===== config.mk =====
export PLATFORM = sky130hd
export DESIGN_NAME = norm_sched
export DESIGN_NICKNAME = d
export VERILOG_FILES = /design/src/rtl/norm_sched.sv
export SDC_FILE = /design/constraint.sdc
export NUM_CORES = 1
export LEC_CHECK = 0
export CELL_PAD_IN_SITES_DETAIL_PLACEMENT = 1
export CELL_PAD_IN_SITES_GLOBAL_PLACEMENT = 1
export CORE_MARGIN = 4
export CORE_UTILIZATION = 37
export DETAILED_ROUTE_END_ITERATION = 8
export GPL_ROUTABILITY_DRIVEN = 0
export PLACE_DENSITY = 0.93
export SLEW_MARGIN = 20
export SYNTH_ARGS = -nofsm -noshare
export SYNTH_HDL_FRONTEND = slang
export SYNTH_SLANG_ARGS = --single-unit

===== constraint.sdc =====
create_clock -name clk -period 14.6 [get_ports clk]
set_input_delay 1.46 -clock clk [delete_from_list [all_inputs] [get_ports clk]]
set_output_delay 1.46 -clock clk [all_outputs]
set_load 0.03 [all_outputs]

===== src/rtl/norm_sched.sv =====
// norm_sched: round-robin arbiter in front of one shared normalizer
// (leading-zero count + left shift) for the DSP add-path lanes.
// Optional feature macro: NORM_FAST_PATH_EN. It sends operands that are
// already normalized (MSB=1) from IDLE straight to OUT.
module norm_sched #(
  parameter int NUM_REQ = 4,
  parameter int MANT_W  = 24,
  parameter int EXP_W   = 8,
  localparam int ID_W   = (NUM_REQ > 1) ? $clog2(NUM_REQ) : 1,
  localparam int LZ_W   = $clog2(MANT_W)
) (
  input  logic                      clk,
  input  logic                      reset_n,
  input  logic [NUM_REQ-1:0]        req_valid,
  output logic [NUM_REQ-1:0]        req_ready,
  input  logic [NUM_REQ*MANT_W-1:0] req_mant,
  input  logic [NUM_REQ*EXP_W-1:0]  req_exp,
  input  logic [NUM_REQ-1:0]        req_sign,
  output logic                      out_valid,
  input  logic                      out_ready,
  output logic [MANT_W-1:0]         out_mant,
  output logic [EXP_W-1:0]          out_exp,
  output logic                      out_sign,
  output logic [ID_W-1:0]           out_id,
  output logic                      out_zero,
  output logic                      out_uflow
);

  localparam int CW = EXP_W + LZ_W;

  typedef enum logic [1:0] {IDLE, ENC, SHIFT, OUT} state_t;

  state_t            state_reg, state_next;
  logic [ID_W-1:0]   rr_reg;
  logic [MANT_W-1:0] mant_reg;
  logic [EXP_W-1:0]  exp_reg;
  logic              sign_reg;
  logic [ID_W-1:0]   id_reg;
  logic [LZ_W-1:0]   lzc_reg;
  logic              zero_reg;

  logic              grant_any;
  logic [ID_W-1:0]   grant_id;
  logic [MANT_W-1:0] sel_mant;
  logic [EXP_W-1:0]  sel_exp;
  logic              uflow_cond;
  logic [EXP_W-1:0]  exp_dec;

  // Count of zeros above the first set bit; MANT_W for an all-zero input
  // (that case is carried separately by the zero flag).
  function automatic logic [LZ_W-1:0] lead_zeros(input logic [MANT_W-1:0] m);
    logic [LZ_W-1:0] n;
    logic            hit;
    n   = '0;
    hit = 1'b0;
    for (int i = MANT_W - 1; i >= 0; i--) begin
      if (!hit) begin
        if (m[i]) hit = 1'b1;
        else      n   = n + LZ_W'(1);
      end
    end
    return n;
  endfunction

  // Round-robin search: first valid lane strictly after the last grant, wrapping.
  always_comb begin
    int idx;
    grant_any = 1'b0;
    grant_id  = '0;
    idx       = 0;
    for (int k = 1; k <= NUM_REQ; k++) begin
      idx = int'(rr_reg) + k;
      if (idx >= NUM_REQ) idx = idx - NUM_REQ;
      if (!grant_any && req_valid[idx]) begin
        grant_any = 1'b1;
        grant_id  = ID_W'(idx);
      end
    end
  end

  assign sel_mant = req_mant[grant_id*MANT_W +: MANT_W];
  assign sel_exp  = req_exp[grant_id*EXP_W +: EXP_W];

  // Already-normalized operands (lzc==0) never underflow, even with exp==0.
  assign uflow_cond = (lzc_reg != '0) && (CW'(lzc_reg) >= CW'(exp_reg));
  assign exp_dec    = exp_reg - EXP_W'(lzc_reg);

  // Accept pulse only while idle; held off while reset is asserted.
  always_comb begin
    req_ready = '0;
    if (reset_n && state_reg == IDLE && grant_any) req_ready[grant_id] = 1'b1;
  end

  // Next-state logic.
  always_comb begin
    state_next = state_reg;
    case (state_reg)
      IDLE: begin
        if (grant_any) begin
`ifdef NORM_FAST_PATH_EN
          state_next = sel_mant[MANT_W-1] ? OUT : ENC;
`else
          state_next = ENC;
`endif
        end
      end
      ENC:     state_next = SHIFT;
      SHIFT:   state_next = OUT;
      OUT:     if (out_ready) state_next = IDLE;
      default: state_next = IDLE;
    endcase
  end

  // State register.
  always_ff @(posedge clk or negedge reset_n) begin
    if (!reset_n) state_reg <= IDLE;
    else          state_reg <= state_next;
  end

  // Operand latch, encode, shift and output registers.
  always_ff @(posedge clk or negedge reset_n) begin
    if (!reset_n) begin
      rr_reg    <= ID_W'(NUM_REQ - 1);
      mant_reg  <= '0;
      exp_reg   <= '0;
      sign_reg  <= 1'b0;
      id_reg    <= '0;
      lzc_reg   <= '0;
      zero_reg  <= 1'b0;
      out_valid <= 1'b0;
      out_mant  <= '0;
      out_exp   <= '0;
      out_sign  <= 1'b0;
      out_id    <= '0;
      out_zero  <= 1'b0;
      out_uflow <= 1'b0;
    end else begin
      case (state_reg)
        IDLE: begin
          if (grant_any) begin
            mant_reg <= sel_mant;
            exp_reg  <= sel_exp;
            sign_reg <= req_sign[grant_id];
            id_reg   <= grant_id;
            rr_reg   <= grant_id;
`ifdef NORM_FAST_PATH_EN
            if (sel_mant[MANT_W-1]) begin
              out_mant  <= sel_mant;
              out_exp   <= sel_exp;
              out_sign  <= req_sign[grant_id];
              out_id    <= grant_id;
              out_zero  <= 1'b0;
              out_uflow <= 1'b0;
              out_valid <= 1'b1;
            end
`endif
          end
        end
        ENC: begin
          lzc_reg  <= lead_zeros(mant_reg);
          zero_reg <= (mant_reg == '0);
        end
        SHIFT: begin
          out_sign  <= sign_reg;
          out_id    <= id_reg;
          out_valid <= 1'b1;
          if (zero_reg) begin
            out_mant  <= '0;
            out_exp   <= '0;
            out_zero  <= 1'b1;
            out_uflow <= 1'b0;
          end else if (uflow_cond) begin
            out_mant  <= '0;
            out_exp   <= '0;
            out_zero  <= 1'b1;
            out_uflow <= 1'b1;
          end else begin
            out_mant  <= mant_reg << lzc_reg;
            out_exp   <= exp_dec;
            out_zero  <= 1'b0;
            out_uflow <= 1'b0;
          end
        end
        OUT: begin
          if (out_ready) out_valid <= 1'b0;
        end
        default: ;
      endcase
    end
  end

endmodule


Yosys cells after proc, flatten, opt, wreduce, memory -nomap -nowiden
Index checks and enable logic that the tools add are counted.
Widths: inputs -> output; s select.
{"block": "classes", "add_sub_neg": 32, "n_mul": 1, "magnitude_cmp": 11, "eq_ne": 5, "shifts": 3, "mux": 179, "n_reduce_logical": 17}
{"cell": "$mux 5", "n": 69}
{"cell": "$lt 32x4->1 const B", "n": 4}
{"cell": "$mux 32", "n": 4}
{"cell": "$add 5x1->5 const B", "n": 23}
{"cell": "$shiftx 96x8->24", "n": 1}
{"cell": "$mux 1", "n": 87}
{"cell": "$mux 24", "n": 2}
{"cell": "$shiftx 32x6->8", "n": 1}
{"cell": "$logic_not 24->1", "n": 1}
{"cell": "$shl 24x5->24", "n": 1}
{"cell": "$mux 8", "n": 2}
{"cell": "$mux 2", "n": 6}
{"cell": "$sub 3x3->4 const B", "n": 3}
{"cell": "$bmux 1 s2", "n": 5}
{"cell": "$ge 3x3->1 const B", "n": 3}
{"cell": "$ge 5x8->1", "n": 1}
{"cell": "$pmux 2 s4", "n": 1}
{"cell": "$sub 8x5->8", "n": 1}
{"cell": "$logic_and 1x1->1", "n": 7}
{"cell": "$add 2x2->3 const B", "n": 2}
{"cell": "$reduce_and 2->1", "n": 3}
{"cell": "$reduce_bool 5->1", "n": 1}
{"cell": "$sub 4x3->5 const B", "n": 1}
{"cell": "$add 2x3->4 const B", "n": 1}
{"cell": "other kinds (14)", "n": 18}
{"block": "word_totals", "reg_bits": 83, "inputBits": 139}

Logic depth before layout (Yosys ltp)
{"block": "depth", "depth_word": 93, "depth_mapped": 61}

Worst setup path after synthesis
No wires, ideal clock.
{"block": "synth_timing", "kind": "flip-flop to flip-flop", "startpoint": "reg mant_reg[21]", "endpoint": "reg lzc_reg[4]", "setup_ps": 120, "t_arrival_ps": 10798, "required_ps": 14480, "path_slack_ps": 3682, "path_stages_with_launch": 61, "n_path_buf": 1, "period_less_slack_ps": 10918, "path_cell_list": "dfrtp_1 clkbuf_1 a21oi_1 ha_1 o31a_1 ha_1 mux2i_1 a21boi_0 xnor2_1 o21ai_0 ha_1 nand2_1 o32ai_1 o31ai_1 o21ba_2 inv_1 ha_1 inv_1 (+25 left out) ha_1 nor2b_1 a211oi_1 o21ai_0 ha_1 mux2_2 mux2_2 nor2_1 o2bb2ai_1 ha_1 nor2b_1 o21ai_0 a211oi_2 nor2b_1 mux2_2 a211o_1 a21o_1 a31o_1"}
{"block": "synth_between", "elab_chain_cells": 86, "word_cells_on_any_way": 129}
{"element": "start, declared", "line_no": "35", "source": "logic [MANT_W-1:0] mant_reg;"}
{"element": "start signal, assigned", "line_no": "141", "source": "mant_reg <= sel_mant;"}
{"element": "$mux 5", "line_no": "58", "source": "if (m[i]) hit = 1'b1;"}
{"element": "$mux 5", "line_no": "57", "source": "if (!hit) begin"}
{"element": "$mux 5", "line_no": "138", "source": "case (state_reg)"}
{"element": "$add 5x1->5", "line_no": "59", "source": "else n = n + LZ_W'(1);"}
{"element": "$mux 5", "line_no": "58"}
{"element": "$mux 5", "line_no": "57"}
{"element": "$mux 5", "line_no": "138"}
{"element": "$add 5x1->5", "line_no": "59"}
{"element": "(+70 left out)"}
{"element": "$mux 5", "line_no": "138"}
{"element": "$add 5x1->5", "line_no": "59"}
{"element": "$mux 5", "line_no": "58"}
{"element": "$mux 5", "line_no": "57"}
{"element": "$mux 5", "line_no": "138"}
{"element": "$add 5x1->5", "line_no": "59"}
{"element": "$mux 5", "line_no": "58"}
{"element": "$mux 5 (*)", "line_no": "57"}
{"element": "end signal, assigned", "line_no": "160", "source": "lzc_reg <= lead_zeros(mant_reg);"}
{"element": "end, declared", "line_no": "39", "source": "logic [LZ_W-1:0] lzc_reg;"}
Mark *: on every way between the ends. The rest lies on a longest branch, timed or not. The select of a mux whose other input is x is not followed.
A chain may end at the register's enable or synchronous reset.

Worst setup path after layout
{"block": "layout_timing", "startpoint": "reg mant_reg[22]", "endpoint": "reg lzc_reg[4]"}
{"block": "layout_between", "elab_chain_cells": 90, "word_cells_on_any_way": 135}
{"element": "$mux 5", "line_no": "58"}
{"element": "$mux 5", "line_no": "57"}
{"element": "$mux 5", "line_no": "138"}
{"element": "$add 5x1->5", "line_no": "59"}
{"element": "$mux 5", "line_no": "58"}
{"element": "$mux 5", "line_no": "57"}
{"element": "$mux 5", "line_no": "138"}
{"element": "$add 5x1->5", "line_no": "59"}
{"element": "(+74 left out)"}
{"element": "$mux 5", "line_no": "138"}
{"element": "$add 5x1->5", "line_no": "59"}
{"element": "$mux 5", "line_no": "58"}
{"element": "$mux 5", "line_no": "57"}
{"element": "$mux 5", "line_no": "138"}
{"element": "$add 5x1->5", "line_no": "59"}
{"element": "$mux 5", "line_no": "58"}
{"element": "$mux 5 (*)", "line_no": "57"}
Marked as above.

==> results.yml <==
power:
  p_int_uw: 1162
  combinationalPowerShare: 0.704
  power.density_mw_per_mm2: 251.9
  p_total_uw: 2526
  pwr-share-clk: 0.088
  seq_power_share: 0.208
  ir_drop_mv: 0.1051
  power.switching_uw: 1364
  leakagePower_uw: 0.004314
  swShare: 0.5398
cts:
  cts_tree: "done"
  path_clk_slew_ps: 70
  clock_latency_ps: 350
  cts_buffers: 9
  ctsRootBufferMaster: "clkbuf_16"
  cts.sinks: 83
  cts_buffer_depth: 2
  htreeDepth: 3
  post_cts_resized: 0
  cts_hold_buf: 0
  cts_setup_buffers: 0
detailed_routing:
  wl_per_cell_um: 19.64
  ant_nets: 0
  post-route-drc-count: 0
  via_per_inst: 5.751
  drt-total-wl_um: 29230
  drt-pass1-iter-count: 5
  dr.first_iter.drc_count: 634
  num_vias: 8557
sta:
  hold_viol: 0
  finalSetupTns_ps: 0
  fmax_ghz: 0.07867
  setup_viol: 0
  fin_worst_skew_ps: 12.43
  fin_crit_ps: 12710
  relSlewSlack: 0.3790
  rsz0062_at_grt: "false"
  finalCritPeriodShare: 0.8707
  worst_slew_pin_slew_ps: 929.4
  maxSlewViolCount: 0
worst_setup_path:
  r2r_end: "lzc_reg[4]"
  r2r_start: "mant_reg[22]"
  critPathLaunch: "mant_reg[22]"
  crit_fanout: 8
  ff2ff_setup_slack_ps: 1890
  ff2ff_path_depth: 60
  critPathRequiredTime_ps: 14830
  cp-start-kind: "flip-flop"
  cpMostUsedCell: "ha_1"
  crit_path_end_kind: "flip-flop"
  path_class: "reg -> reg"
  worstPathArrival_ps: 12940
  crit_slowest_cell: "dfrtp_1"
  slowest_delay_ps: 510
yosys:
  synthFlopType: "dfrtp_1"
  synth_top_cell_by_area: "dfrtp_1"
  ys_async_sr_fraction: 1.000
  synth-edff-count: 0
  yosys_warnings: 0
  ys_types: 70
  synth_seq_cells: 83
  avgSynthCellArea_um2: 7.184
  yosysTopAreaCellShare: 0.2596
  syn-cell-area_mm2: 0.007809
  ys_top_cells_by_area: "dfrtp_1 26%, nand2_1 12%, o21ai_0 6.7%"
  syn_nets: 1258
  seq_area_frac_synth: 0.2663
  netlist_instances: 1087
hold_path:
  whs_path_depth: 1
  holdPathEnd: "out_zero"
  hp-start: "out_zero"
  hold_path_class: "reg -> reg"
place:
  hpwlAfterDp_um: 21940
  io_buffers: 180
finish:
  num-nets-final: 1384
  diodes: 0
  area_delta_synth_final_pct: 28.39
  layout_commonest_cell: "nand2_1"
  drive_gt1_frac: 0.05090
  mostFrequentLayoutCells: "250 x nand2_1, 179 x clkdlybuf4s50_1, 104 x o21ai_0"
  utilization: 0.4892
floorplanning:
  io_pins: 181
  start_util: 0.3810
  die_w_um: 153.3
  dieArea_mm2: 0.02349
  coreArea_mm2: 0.02049
  row_count: 52
  die_h_um: 153.3
global_routing:
  antenna_found_initial: 0
  overflow: 0
  grt_first_pass_wirelength_um: 47270
  grt_pass1_vias: 8954
  track_usage: 0.2417
  grt_max_degree: 71
run:
  cap_violations: 0
outcome:
  status: "finished, final reports clean"
metal layers:
layer / up-vias / GRT usage / share of wire
met3: 101 / 0.03873 / 0.059
met1: 4109 / 0.2845 / 0.40
met5: - / 0 / 0
li1: 4000 / - / -
met4: 0 / 0.1158 / 0.048
met2: 347 / 0.4280 / 0.49
synth_stat cells, types with 3 or more instances:
cell,number
nand2_1,250
nor2_1,72
a31oi_1,3
buf_1,3
xnor3_1,3
xnor2_1,32
a21oi_1,57
a21o_1,11
nand2b_1,17
nor2b_1,23
o21ai_0,104
a32oi_1,3
or3_1,3
ha_1,31
o31ai_1,3
nor3b_1,3
mux2_2,15
dfrtp_1,81
o21bai_1,3
or2_2,3
mux2i_1,33
o22ai_1,40
a21boi_0,5
a211oi_1,14
nor4_1,5
o32ai_1,4
nand4_1,4
nand3_1,42
nor3_1,23
mux4_2,3
clkbuf_1,65
xor2_1,12
o211a_1,3
and2_1,7
buf_2,4
a22oi_1,4
inv_1,58
cell families (layout without fill, tap and decap cells):
group           after synthesis  in the layout  share of synthesized area
simple gates                465            465                     0.2677
compound gates              274            274                     0.2104
buf+inv                     131            262                    0.06361
flops                        83             83                     0.2663
mux                          51             51                    0.07258
xor+xnor                     49             49                    0.06457
fa+ha+maj                    34             34                    0.05480
per-stage QoR:
stage	worst slack (ps)	std cells	hold slack, ps	instance area (µm²)
5_1_grt	1004	1488	512.3	10030
4_1_cts	1997	1488	497.4	10020
3_5_place_dp	2120	1472	479.7	9743
3_3_place_gp	2999	1472	457.8	9743
6_report	1888	1488	499.3	10030
2_1_floorplan	3682	1087	444.4	7809
worst max-delay path by stage:
stage	endpoint	slack (ps)
2_1_floorplan	lzc_reg[4]	3680
3_3_place_gp	lzc_reg[4]	3000
3_5_place_dp	lzc_reg[4]	2120
4_1_cts	lzc_reg[4]	2000
5_1_grt	lzc_reg[4]	1000
6_report	lzc_reg[4]	1890
power by group through the flow:
stage	clock (µW)	combinational [µW]	sequential, µW
6_report	222	1780	526
3_3_place_gp	0	1630	507
3_5_place_dp	0	1730	520
5_1_grt	231	1960	539
4_1_cts	222	1770	518
2_1_floorplan	0	1210	496
worst max-delay path, delay by kind of cell (launching register included):
family | cells | cell delay [ps]
compound gates | 27 | 5480
xor+xnor | 2 | 350
fa+ha+maj | 12 | 3630
buf+inv | 3 | 230
flops | 1 | 510
mux | 8 | 1240
simple gates | 8 | 1130
cell type report:
class | count | area, µm²
multi-input combinational | 873 | 5258
timing repair buffer | 187 | 1852
fill | 2557 | 10470
inverter | 59 | 221.5
clock buffer | 10 | 229.0
sequential | 83 | 2079
clock inverter | 6 | 48.80
tap | 270 | 337.8
(Power assumes the default switching activity.)
